--- src/rtl/alu_control_seq_pkg.sv ---
// Shared definitions for the multicycle ALU-control sequencer: op codes,
// control-word encodings, branch classes and FSM states.
package alu_ctrl_pkg;

    localparam logic [3:0] OP_NOP   = 4'd0;
    localparam logic [3:0] OP_ADD   = 4'd1;
    localparam logic [3:0] OP_SUB   = 4'd2;
    localparam logic [3:0] OP_AND   = 4'd3;
    localparam logic [3:0] OP_PASSA = 4'd4;
    localparam logic [3:0] OP_SHL   = 4'd5;
    localparam logic [3:0] OP_SHLV  = 4'd6;
    localparam logic [3:0] OP_SHR   = 4'd7;
    localparam logic [3:0] OP_SRA   = 4'd8;
    localparam logic [3:0] OP_SRAV  = 4'd9;
    localparam logic [3:0] OP_SLTI  = 4'd10;
    localparam logic [3:0] OP_BEQ   = 4'd11;
    localparam logic [3:0] OP_BNE   = 4'd12;
    localparam logic [3:0] OP_BLE   = 4'd13;
    localparam logic [3:0] OP_BGT   = 4'd14;
    localparam logic [3:0] OP_LUI   = 4'd15;

    localparam logic [2:0] ALU_PASSA = 3'b000;
    localparam logic [2:0] ALU_ADD   = 3'b001;
    localparam logic [2:0] ALU_SUB   = 3'b010;
    localparam logic [2:0] ALU_AND   = 3'b011;
    localparam logic [2:0] ALU_CMP   = 3'b111;

    localparam logic [2:0] SHF_NOP  = 3'b000;
    localparam logic [2:0] SHF_LOAD = 3'b001;
    localparam logic [2:0] SHF_SHL  = 3'b010;
    localparam logic [2:0] SHF_SHR  = 3'b011;
    localparam logic [2:0] SHF_SRA  = 3'b100;

    localparam logic [2:0] MUX_ALU = 3'b000;
    localparam logic [2:0] MUX_SHF = 3'b001;
    localparam logic [2:0] MUX_SLT = 3'b010;

    localparam logic [1:0] BRC_NONE = 2'b00;
    localparam logic [1:0] BRC_EQ   = 2'b01;
    localparam logic [1:0] BRC_NE   = 2'b10;
    localparam logic [1:0] BRC_LEGT = 2'b11;

    typedef enum logic [2:0] {
        IDLE, EXEC, SH_LOAD, SH_RUN, SH_OUT, BR_CMP, BR_EVAL, FIN
    } state_t;

    // LUI reuses the left shifter with a fixed amount.
    function automatic logic [2:0] shift_cmd(input logic [3:0] op);
        case (op)
            OP_SHL, OP_SHLV, OP_LUI: shift_cmd = SHF_SHL;
            OP_SHR:                  shift_cmd = SHF_SHR;
            OP_SRA, OP_SRAV:         shift_cmd = SHF_SRA;
            default:                 shift_cmd = SHF_NOP;
        endcase
    endfunction

endpackage

--- src/rtl/alu_control_seq_if.sv ---
// Handshake, flag and control-word bundle between the control unit and the sequencer.
interface alu_control_seq_if #(
    parameter int unsigned OP_W         = 4,
    parameter int unsigned SHAMT_W      = 5,
    parameter int unsigned ALU_CTRL_W   = 3,
    parameter int unsigned SHIFT_CTRL_W = 3,
    parameter int unsigned MUX_W        = 3
);
    logic                    op_valid;
    logic                    op_ready;
    logic [OP_W-1:0]         alu_op;
    logic [SHAMT_W-1:0]      shamt;
    logic                    alu_zero;
    logic                    alu_gt;
    logic                    alu_lt;
    logic [ALU_CTRL_W-1:0]   ALU_control;
    logic [SHIFT_CTRL_W-1:0] SHIFTER_control;
    logic                    M_SHIFTER;
    logic [SHAMT_W-1:0]      shamt_out;
    logic [MUX_W-1:0]        M_ALUOut_control;
    logic                    UC_control;
    logic [1:0]              UC_op;
    logic                    done;
    logic                    illegal_op;

    modport master (
        output op_valid, alu_op, shamt, alu_zero, alu_gt, alu_lt,
        input  op_ready, ALU_control, SHIFTER_control, M_SHIFTER, shamt_out,
               M_ALUOut_control, UC_control, UC_op, done, illegal_op
    );

    modport slave (
        input  op_valid, alu_op, shamt, alu_zero, alu_gt, alu_lt,
        output op_ready, ALU_control, SHIFTER_control, M_SHIFTER, shamt_out,
               M_ALUOut_control, UC_control, UC_op, done, illegal_op
    );
endinterface

--- src/rtl/alu_control_seq_branch_eval.sv ---
// Maps a captured branch op and the ALU flags to {taken, branch class}.
module branch_eval
    import alu_ctrl_pkg::*;
(
    input  logic [3:0] op,
    input  logic       alu_zero,
    input  logic       alu_gt,
    input  logic       alu_lt,
    output logic       taken,
    output logic [1:0] uc_op
);
    always_comb begin
        taken = 1'b0;
        uc_op = BRC_NONE;
        case (op)
            OP_BEQ: begin taken = alu_zero;           uc_op = BRC_EQ;   end
            OP_BNE: begin taken = !alu_zero;          uc_op = BRC_NE;   end
            OP_BLE: begin taken = alu_lt | alu_zero;  uc_op = BRC_LEGT; end
            OP_BGT: begin taken = alu_gt;             uc_op = BRC_LEGT; end
            default: ;
        endcase
    end
endmodule

--- src/rtl/alu_control_seq.sv ---
// Multicycle ALU-control sequencer: accepts one op per handshake and drives
// registered ALU/shifter/ALUOut control words for 1-3 cycles, then pulses done.
module alu_control_seq
    import alu_ctrl_pkg::*;
#(
    parameter int unsigned OP_W         = 4,
    parameter int unsigned SHAMT_W      = 5,
    parameter int unsigned ALU_CTRL_W   = 3,
    parameter int unsigned SHIFT_CTRL_W = 3,
    parameter int unsigned MUX_W        = 3,
    parameter int unsigned LUI_SHAMT    = 16
) (
    input logic               clk,
    input logic               reset,
    alu_control_seq_if.slave  bus
);
    state_t                  state;
    logic [3:0]              op_q;
    logic [SHAMT_W-1:0]      shamt_q;
    logic                    op_illegal;
    logic                    br_taken;
    logic [1:0]              br_class;

    logic                    ready_q;
    logic [ALU_CTRL_W-1:0]   alu_ctrl_q;
    logic [SHIFT_CTRL_W-1:0] shf_ctrl_q;
    logic                    m_shifter_q;
    logic [SHAMT_W-1:0]      shamt_out_q;
    logic [MUX_W-1:0]        mux_q;
    logic                    uc_control_q;
    logic [1:0]              uc_op_q;
    logic                    done_q;
    logic                    illegal_q;

    // Only codes 0..15 exist; any set bit above bit 3 marks an illegal op.
    if (OP_W > 4) begin : g_wide_op
        assign op_illegal = |bus.alu_op[OP_W-1:4];
    end else begin : g_narrow_op
        assign op_illegal = 1'b0;
    end

    branch_eval u_branch_eval (
        .op       (op_q),
        .alu_zero (bus.alu_zero),
        .alu_gt   (bus.alu_gt),
        .alu_lt   (bus.alu_lt),
        .taken    (br_taken),
        .uc_op    (br_class)
    );

    always_ff @(posedge clk or negedge reset) begin
        if (!reset) begin
            state        <= IDLE;
            op_q         <= '0;
            shamt_q      <= '0;
            ready_q      <= 1'b1;
            alu_ctrl_q   <= '0;
            shf_ctrl_q   <= '0;
            m_shifter_q  <= 1'b0;
            shamt_out_q  <= '0;
            mux_q        <= '0;
            uc_control_q <= 1'b0;
            uc_op_q      <= '0;
            done_q       <= 1'b0;
            illegal_q    <= 1'b0;
        end else begin
            // Each state's outputs are loaded on the edge that enters it; everything else idles at 0.
            ready_q      <= 1'b0;
            alu_ctrl_q   <= '0;
            shf_ctrl_q   <= '0;
            m_shifter_q  <= 1'b0;
            shamt_out_q  <= '0;
            mux_q        <= '0;
            uc_control_q <= 1'b0;
            uc_op_q      <= '0;
            done_q       <= 1'b0;
            illegal_q    <= 1'b0;
            case (state)
                IDLE: begin
                    ready_q <= 1'b1;
                    if (bus.op_valid && ready_q) begin
                        ready_q <= 1'b0;
                        op_q    <= bus.alu_op[3:0];
                        shamt_q <= bus.shamt;
                        if (op_illegal) begin
                            state     <= FIN;
                            done_q    <= 1'b1;
                            illegal_q <= 1'b1;
                        end else begin
                            case (bus.alu_op[3:0])
                                OP_ADD:   begin state <= EXEC; alu_ctrl_q <= ALU_CTRL_W'(ALU_ADD);   done_q <= 1'b1; end
                                OP_SUB:   begin state <= EXEC; alu_ctrl_q <= ALU_CTRL_W'(ALU_SUB);   done_q <= 1'b1; end
                                OP_AND:   begin state <= EXEC; alu_ctrl_q <= ALU_CTRL_W'(ALU_AND);   done_q <= 1'b1; end
                                OP_PASSA: begin state <= EXEC; alu_ctrl_q <= ALU_CTRL_W'(ALU_PASSA); done_q <= 1'b1; end
                                OP_SLTI: begin
                                    state      <= EXEC;
                                    alu_ctrl_q <= ALU_CTRL_W'(ALU_CMP);
                                    mux_q      <= MUX_W'(MUX_SLT);
                                    done_q     <= 1'b1;
                                end
                                OP_SHL, OP_SHLV, OP_SHR, OP_SRA, OP_SRAV, OP_LUI: begin
                                    state      <= SH_LOAD;
                                    shf_ctrl_q <= SHIFT_CTRL_W'(SHF_LOAD);
                                end
                                OP_BEQ, OP_BNE, OP_BLE, OP_BGT: begin
                                    state      <= BR_CMP;
                                    alu_ctrl_q <= ALU_CTRL_W'(ALU_CMP);
                                end
                                default: begin
                                    state  <= FIN;
                                    done_q <= 1'b1;
                                end
                            endcase
                        end
                    end
                end
                SH_LOAD: begin
                    state       <= SH_RUN;
                    shf_ctrl_q  <= SHIFT_CTRL_W'(shift_cmd(op_q));
                    shamt_out_q <= (op_q == OP_LUI) ? SHAMT_W'(LUI_SHAMT) : shamt_q;
                    m_shifter_q <= (op_q == OP_SHLV) || (op_q == OP_SRAV);
                end
                SH_RUN: begin
                    state  <= SH_OUT;
                    mux_q  <= MUX_W'(MUX_SHF);
                    done_q <= 1'b1;
                end
                BR_CMP: begin
                    state        <= BR_EVAL;
                    uc_control_q <= br_taken;
                    uc_op_q      <= br_class;
                    done_q       <= 1'b1;
                end
                default: begin
                    state   <= IDLE;
                    ready_q <= 1'b1;
                end
            endcase
        end
    end

    assign bus.op_ready         = ready_q;
    assign bus.ALU_control      = alu_ctrl_q;
    assign bus.SHIFTER_control  = shf_ctrl_q;
    assign bus.M_SHIFTER        = m_shifter_q;
    assign bus.shamt_out        = shamt_out_q;
    assign bus.M_ALUOut_control = mux_q;
    assign bus.UC_control       = uc_control_q;
    assign bus.UC_op            = uc_op_q;
    assign bus.done             = done_q;
    assign bus.illegal_op       = illegal_q;

endmodule

--- src/flat_wrapper.sv ---
// flat-port wrapper written by rule: the top's interface ports become plain ports
module alu_control_seq_flat import alu_ctrl_pkg::*;
#(
    parameter int unsigned OP_W         = 4,
    parameter int unsigned SHAMT_W      = 5,
    parameter int unsigned ALU_CTRL_W   = 3,
    parameter int unsigned SHIFT_CTRL_W = 3,
    parameter int unsigned MUX_W        = 3,
    parameter int unsigned LUI_SHAMT    = 16
)
  (clk, reset, bus_op_valid, bus_alu_op, bus_shamt, bus_alu_zero, bus_alu_gt, bus_alu_lt, bus_op_ready, bus_ALU_control, bus_SHIFTER_control, bus_M_SHIFTER, bus_shamt_out, bus_M_ALUOut_control, bus_UC_control, bus_UC_op, bus_done, bus_illegal_op);
  alu_control_seq_if #(.OP_W(OP_W), .SHAMT_W(SHAMT_W), .ALU_CTRL_W(ALU_CTRL_W), .SHIFT_CTRL_W(SHIFT_CTRL_W), .MUX_W(MUX_W)) bus_i ();
  input logic clk;
  input logic reset;
  input wire logic [$bits(bus_i.op_valid)-1:0] bus_op_valid;
  input wire logic [$bits(bus_i.alu_op)-1:0] bus_alu_op;
  input wire logic [$bits(bus_i.shamt)-1:0] bus_shamt;
  input wire logic [$bits(bus_i.alu_zero)-1:0] bus_alu_zero;
  input wire logic [$bits(bus_i.alu_gt)-1:0] bus_alu_gt;
  input wire logic [$bits(bus_i.alu_lt)-1:0] bus_alu_lt;
  output wire logic [$bits(bus_i.op_ready)-1:0] bus_op_ready;
  output wire logic [$bits(bus_i.ALU_control)-1:0] bus_ALU_control;
  output wire logic [$bits(bus_i.SHIFTER_control)-1:0] bus_SHIFTER_control;
  output wire logic [$bits(bus_i.M_SHIFTER)-1:0] bus_M_SHIFTER;
  output wire logic [$bits(bus_i.shamt_out)-1:0] bus_shamt_out;
  output wire logic [$bits(bus_i.M_ALUOut_control)-1:0] bus_M_ALUOut_control;
  output wire logic [$bits(bus_i.UC_control)-1:0] bus_UC_control;
  output wire logic [$bits(bus_i.UC_op)-1:0] bus_UC_op;
  output wire logic [$bits(bus_i.done)-1:0] bus_done;
  output wire logic [$bits(bus_i.illegal_op)-1:0] bus_illegal_op;
  assign bus_i.op_valid = bus_op_valid;
  assign bus_i.alu_op = bus_alu_op;
  assign bus_i.shamt = bus_shamt;
  assign bus_i.alu_zero = bus_alu_zero;
  assign bus_i.alu_gt = bus_alu_gt;
  assign bus_i.alu_lt = bus_alu_lt;
  assign bus_op_ready = bus_i.op_ready;
  assign bus_ALU_control = bus_i.ALU_control;
  assign bus_SHIFTER_control = bus_i.SHIFTER_control;
  assign bus_M_SHIFTER = bus_i.M_SHIFTER;
  assign bus_shamt_out = bus_i.shamt_out;
  assign bus_M_ALUOut_control = bus_i.M_ALUOut_control;
  assign bus_UC_control = bus_i.UC_control;
  assign bus_UC_op = bus_i.UC_op;
  assign bus_done = bus_i.done;
  assign bus_illegal_op = bus_i.illegal_op;
  alu_control_seq #(.OP_W(OP_W), .SHAMT_W(SHAMT_W), .ALU_CTRL_W(ALU_CTRL_W), .SHIFT_CTRL_W(SHIFT_CTRL_W), .MUX_W(MUX_W), .LUI_SHAMT(LUI_SHAMT)) u_core (.clk(clk), .reset(reset), .bus(bus_i));
endmodule
--- config.mk ---
export PLATFORM = sky130hd
export DESIGN_NAME = alu_control_seq_flat
export DESIGN_NICKNAME = d
export VERILOG_FILES = /design/src/rtl/alu_control_seq_pkg.sv /design/src/rtl/alu_control_seq_if.sv /design/src/rtl/alu_control_seq_branch_eval.sv /design/src/rtl/alu_control_seq.sv /design/src/flat_wrapper.sv
export SDC_FILE = /design/constraint.sdc
export NUM_CORES = 1
export LEC_CHECK = 0
export CAP_MARGIN = 15
export CORE_ASPECT_RATIO = 0.9
export CORE_MARGIN = 4
export CORE_UTILIZATION = 47
export CTS_CLUSTER_DIAMETER = 100
export DETAILED_ROUTE_END_ITERATION = 10
export HOLD_SLACK_MARGIN = 0.08
export PLACE_DENSITY = 0.75
export RECOVER_POWER = 50
export SLEW_MARGIN = 20
export SYNTH_ARGS = -nofsm -noshare
export SYNTH_HDL_FRONTEND = slang
export SYNTH_SLANG_ARGS = --single-unit
--- constraint.sdc ---
create_clock -name clk -period 1.36 [get_ports clk]
set_input_delay 0.136 -clock clk [delete_from_list [all_inputs] [get_ports clk]]
set_output_delay 0.136 -clock clk [all_outputs]
set_load 0.03 [all_outputs]
After elaboration in Yosys (flattened, before gate mapping)
Index checks and enable logic that the tools add are counted.
{ "totals": {"reg_bits": 32, "in_bits": 15, "out_inout_bits": 21, "wordCells": 82} }
{ "op_classes": {"n_eq_ne": 29, "mux": 25, "bitwise_logic": 1, "reduce_logical": 15} }
{ "op_table": {"columns": ["operator", "n"], "rows": [
  ["$eq 4x4->1 const B", 15],
  ["$eq 4x3->1 const B", 7],
  ["$pmux 3 s4", 2],
  ["$pmux 3 s3", 2],
  ["$mux 3", 5],
  ["$pmux 3 s2", 2],
  ["$mux 5", 2],
  ["$reduce_or 10->1", 1],
  ["$reduce_or 5->1", 2],
  ["$eq 4x2->1 const B", 2],
  ["$eq 3x2->1 const B", 2],
  ["$mux 1", 6],
  ["$pmux 2 s3", 1],
  ["$reduce_or 2->1", 3],
  ["$reduce_or 3->1", 2],
  ["$reduce_or 6->1", 1],
  ["$eq 4x1->1 const B", 1],
  ["$mux 2", 2],
  ["$pmux 1 s2", 2],
  ["$pmux 1 s4", 1],
  ["$reduce_or 4->1", 1],
  ["$eq 3x3->1 const B", 1],
  ["$logic_not 3->1", 1],
  ["$ne 2x1->1 const B", 1],
  ["other kinds (5)", 5]
]} }

Logic depth before layout (Yosys ltp)
{ "logic_depth": {"word_depth": 5, "depth_mapped": 6, "mapped_depth_nobuf": 4} }

Cells and area by module
Synthesis repeated with hierarchy kept, for this count alone.
{ "hier_totals": {"hier_cells": 149, "area_unflattened_um2": 1472.7} }
{ "by_module_without_submodules": {"columns": ["mod", "n_inst", "cells_each", "area_per_inst_um2", "seq_area_each_um2"], "rows": [
  ["alu_control_seq", 1, 137, 1385.1, 777.0],
  ["branch_eval", 1, 12, 87.6, 0.0]
]} }

Worst setup path after synthesis
OpenSTA, ideal clock, no wires.
{ "synth_timing": {"kind": "reg-to-reg", "from": "reg u_core.ready_q, in the netlist u_core.bus.op_ready", "to": "reg u_core.mux_q[1], in the netlist u_core.bus.M_ALUOut_control[1]", "setup_time_ns": 0.094, "t_arrival_ns": 1.273, "slack_ns": -0.007, "path_stages_with_launch": 6, "path_buffers": 1, "period_less_slack_ns": 1.367, "path_cell_list": "dfstp_2 > nand2_1 > and2b_1 > buf_6 > nand2_4 > nor4b_4"} }
{ "synth_between": {"elab_chain_len": 3} }
{ "synth_rtl": {"columns": ["element", "line_no", "text"], "rows": [
  ["from (decl)", "alu_control_seq.sv:24", "logic ready_q;"],
  ["from (signal assigned)", "alu_control_seq.sv:56", "ready_q <= 1'b1;"],
  ["from (signal assigned)", "alu_control_seq.sv:68", "ready_q <= 1'b0;"],
  ["from (signal assigned)", "alu_control_seq.sv:80", "ready_q <= 1'b1;"],
  ["$logic_and 1x1->1", "alu_control_seq.sv:81", "if (bus.op_valid && ready_q) begin"],
  ["$mux 3", "alu_control_seq.sv:81", null],
  ["$pmux 3 s2", "alu_control_seq.sv:78", "case (state)"],
  ["to (signal assigned)", "alu_control_seq.sv:98", "mux_q <= MUX_W'(MUX_SLT);"],
  ["to (signal assigned)", "alu_control_seq.sv:125", "mux_q <= MUX_W'(MUX_SHF);"],
  ["to (decl)", "alu_control_seq.sv:29", "logic [MUX_W-1:0] mux_q;"]
]} }
Every way passes these cells.
A chain may end at the register's enable or synchronous reset.

Worst setup path in the final report
{ "layout_timing": {"from": "reg u_core.state[2]", "to": "reg u_core.state[2]"} }
{ "layout_between": {"elab_chain_len": 2} }
{ "layout_rtl": {"columns": ["element", "line_no", "text"], "rows": [
  ["from (decl)", "alu_control_seq.sv:17", "state_t state;"],
  ["from (signal assigned)", "alu_control_seq.sv:53", "state <= IDLE;"],
  ["from (signal assigned)", "alu_control_seq.sv:86", "state <= FIN;"],
  ["from (signal assigned)", "alu_control_seq.sv:91", "OP_ADD: begin state <= EXEC; alu_ctrl_q <= ALU_CTRL_W'(ALU_ADD); done_q <= 1'b1; end"],
  ["$eq 3x3->1, or another cell as far along", "alu_control_seq.sv:78", null],
  ["$pmux 3 s4 or $ne 2x1->1 (tied branches)", null, null]
]} }
Several ways; a longest one is shown, not always the timed one.

==> flow_metrics.tcl <==
set metrics [dict create \
    min_path_type "in2reg" \
    htreeDepth 2 \
    slew_headroom_pct 50.5 \
    finalCritPeriodShare_pct 100 \
    grt.overflow.total 0 \
    fmax_mhz 734 \
    synth-edff-count 0 \
    grt.total_usage_pct 18.2 \
    seq_power_share_pct 44.8 \
    syn_area_um2 1470 \
    p_comb_share_pct 39.5 \
    die_area_um2 4090 \
    ant_nets 0 \
    yosys_warnings 0 \
    synthCells 154 \
    drv_slew 0 \
    vias 1249 \
    ys_types 42 \
    avgRoutedWirePerCell_um 13.5 \
    worstPathArrival_ps 1580 \
    cts_buffer_depth 2 \
    numCtsBuffers 5 \
    async_reset_ff_share_pct 100 \
    cts_setup_buffers 0 \
    design_area_um2 1930 \
    grt_pass1_vias 1192 \
    crit_path_start_kind "flip-flop" \
    post_dp_cell_area_um2 1900 \
    port_buffers 33 \
    dp_cells 231 \
    avgSynthCellArea_um2 9.54 \
    dp_slack_ps -238 \
    drive_gt1_share_pct 17.1 \
    rsz0062_at_grt "yes" \
    clock-sinks 31 \
    layout_setup_ws_ps -1.91 \
    synth_compound_area_share_pct 10.1 \
    powerDensity_nw_per_um2 1610 \
    synth_mux_area_share_pct 1.45 \
    synth-simple-area-share_pct 28.5 \
    synth-seq-cells 31 \
    wirelength_um 3220 \
    antennaDiodeCount 0 \
    crit_path_end_kind "flip-flop" \
    fin_crit_ps 1360 \
    gp_congestion 0.799 \
    p_int_uw 1880 \
    seq_area_frac_synth_pct 52.9 \
    tightest_slew_ps 743 \
    crit_type "reg2reg" \
    die_h_um 61.0 \
    cts_tree "yes" \
    avgViaCountPerCell 5.23 \
    first_iter_violations 56 \
    die_x_um 66.9 \
    grt_max_degree 32 \
    timing_hold_violations_final 0 \
    grt_first_pass_wirelength_um 5460 \
    clkTransAtPathRegs_ps 90 \
    start_util_pct 51.4 \
    stdcell_count 239 \
    p_leak_uw 0.00100 \
    ir_drop_mv 0.802 \
    clkPwrFrac_pct 15.8 \
    ios 36 \
    area_growth_pct 31.2 \
    drc 0 \
    cp_max_fo 7 \
    clockRootBuffer "clkbuf_4" \
    yosysTopAreaCell "dfrtp_1" \
    synthAdderAreaFrac_pct 0.681 \
    nets 213 \
    yosysMostFrequentCell "nand2_1" \
    antenna_found_initial 0 \
    dpl.hpwl_um 2480 \
    yosys-top-cells-area "dfrtp_1 (51%), nand2_1 (8.7%), nor2_1 (3.8%), a21oi_1 (3.1%), and2_1 (3.0%)" \
    crit_required_ps 1580 \
    rows 18 \
    insertion_delay_ps 320 \
    core_um2 2860 \
    synth_ff_type "dfrtp_1" \
    clock_skew_ps 4.99 \
    violations "setup timing" \
    drtPass1Iterations 4 \
    synth_xor_area_share_pct 0.596 \
    p_sw_share_pct 39.4 \
    maxCapViolCount 0 \
    outcome "finished, violations left" \
    setup_violations 1 \
    synth_top_family_by_area "simple AND/OR/NAND/NOR gates" \
    p_sw_uw 1230 \
    ys_top_cells_by_count "nand2_1 (34), dfrtp_1 (30), nor2_1 (15)" \
    synth_top_area_share_pct 51.1 \
]
## worst paths after layout
check | end | start | depth (start not counted) | slack, ps
worst max-delay path | u_core.state[2] | u_core.state[2] | 4 | -2
worst min-delay path | u_core.shamt_q[4] | bus_shamt[4] | 3 | 340
worst max register to register | u_core.state[2] | u_core.state[2] | 4 | -2
worst min register to register | u_core.shamt_q[4] | u_core.shamt_q[4] | 2 | 490
max in group asynchronous | u_core.state[1] | reset | 2 | 440
min in group asynchronous | u_core.bus.done | reset | 2 | 410
## flip-flops by register name, summed over array words and instances (netlist names)
signal / cells
u_core.bus.M_ALUOut_control: 2
u_core.bus.SHIFTER_control: 3
u_core.bus.UC_control: 1
u_core.bus.UC_op: 2
u_core.bus.ALU_control: 3
u_core.op_q: 4
u_core.shamt_q: 5
u_core.bus.op_ready: 1
u_core.bus.M_SHIFTER: 1
u_core.bus.done: 1
u_core.state: 3
u_core.bus.shamt_out: 5
## power by group through the flow
stage          combinational, µW  sequential [µW]  clock [µW]
2_1_floorplan                741             1490           0
3_3_place_gp                1250             1390           0
3_5_place_dp                1290             1400           0
4_1_cts                     1240             1380         513
5_1_grt                     1360             1430         570
6_report                    1230             1390         491
## cell families after synthesis
kind of cell	Yosys count
other cells	1
simple gates	81
buf+inv	14
fa+ha+maj	1
flops	31
xor+xnor	1
mux	2
compound gates	23
## area by class of cell
class / instances / area, µm²
clock buffer: 7 / 45.0
clock inverter: 1 / 5.00
fill: 247 / 933
inverter: 2 / 7.51
multi-input combinational: 110 / 626
sequential: 31 / 778
tap: 40 / 50.0
timing repair buffer: 48 / 415
## worst max-delay path, stage by stage, from the launching register on
cell,delay [ps]
dfrtp_1,500
nor2b_1,120
o21ai_1,250
o311ai_1,150
o22a_1,230
## per-stage QoR
step | hold WS [ps] | total power, µW | util [%] | setup TNS [ps]
after global routing | 315 | 3360 | 67.4 | -201
after floorplan | -160 | 2230 | - | -7.41
after CTS | 172 | 3130 | 67.5 | 0
after global placement | 451 | 2630 | 66.5 | -531
final | 337 | 3110 | 67.4 | -1.91
after detailed placement | 462 | 2690 | 66.5 | -806
## routing by layer
| metal | GRT usage, % | vias to the layer above | share of wire [%] |
|---|---|---|---|
| met3 | 6.20 | 4 | 7.0 |
| met1 | 22.4 | 604 | 41 |
| met5 | 0 | - | 0 |
| met4 | 6.07 | 0 | 1.0 |
| met2 | 30.4 | 41 | 51 |
| li1 | - | 600 | - |
## cells in the final DEF (no fill, tap or decap), types with 3 or more instances in the layout
cell type / n
buf_4: 15
and2_1: 7
o21ai_1: 4
nand2_1: 34
nor3_1: 3
dfrtp_1: 29
and3_1: 3
clkdlybuf4s50_1: 13
nor2_1: 14
clkbuf_4: 5
nor2b_1: 3
dlygate4sd2_1: 18
a21oi_1: 9
## what timing repair did
action	in CTS	in global routing
gates resized for setup	18	4
pin swaps	0	1
hold buffers	0	0
endpoints found under the setup margin	18	17
Power figures use the tool's default switching activity.
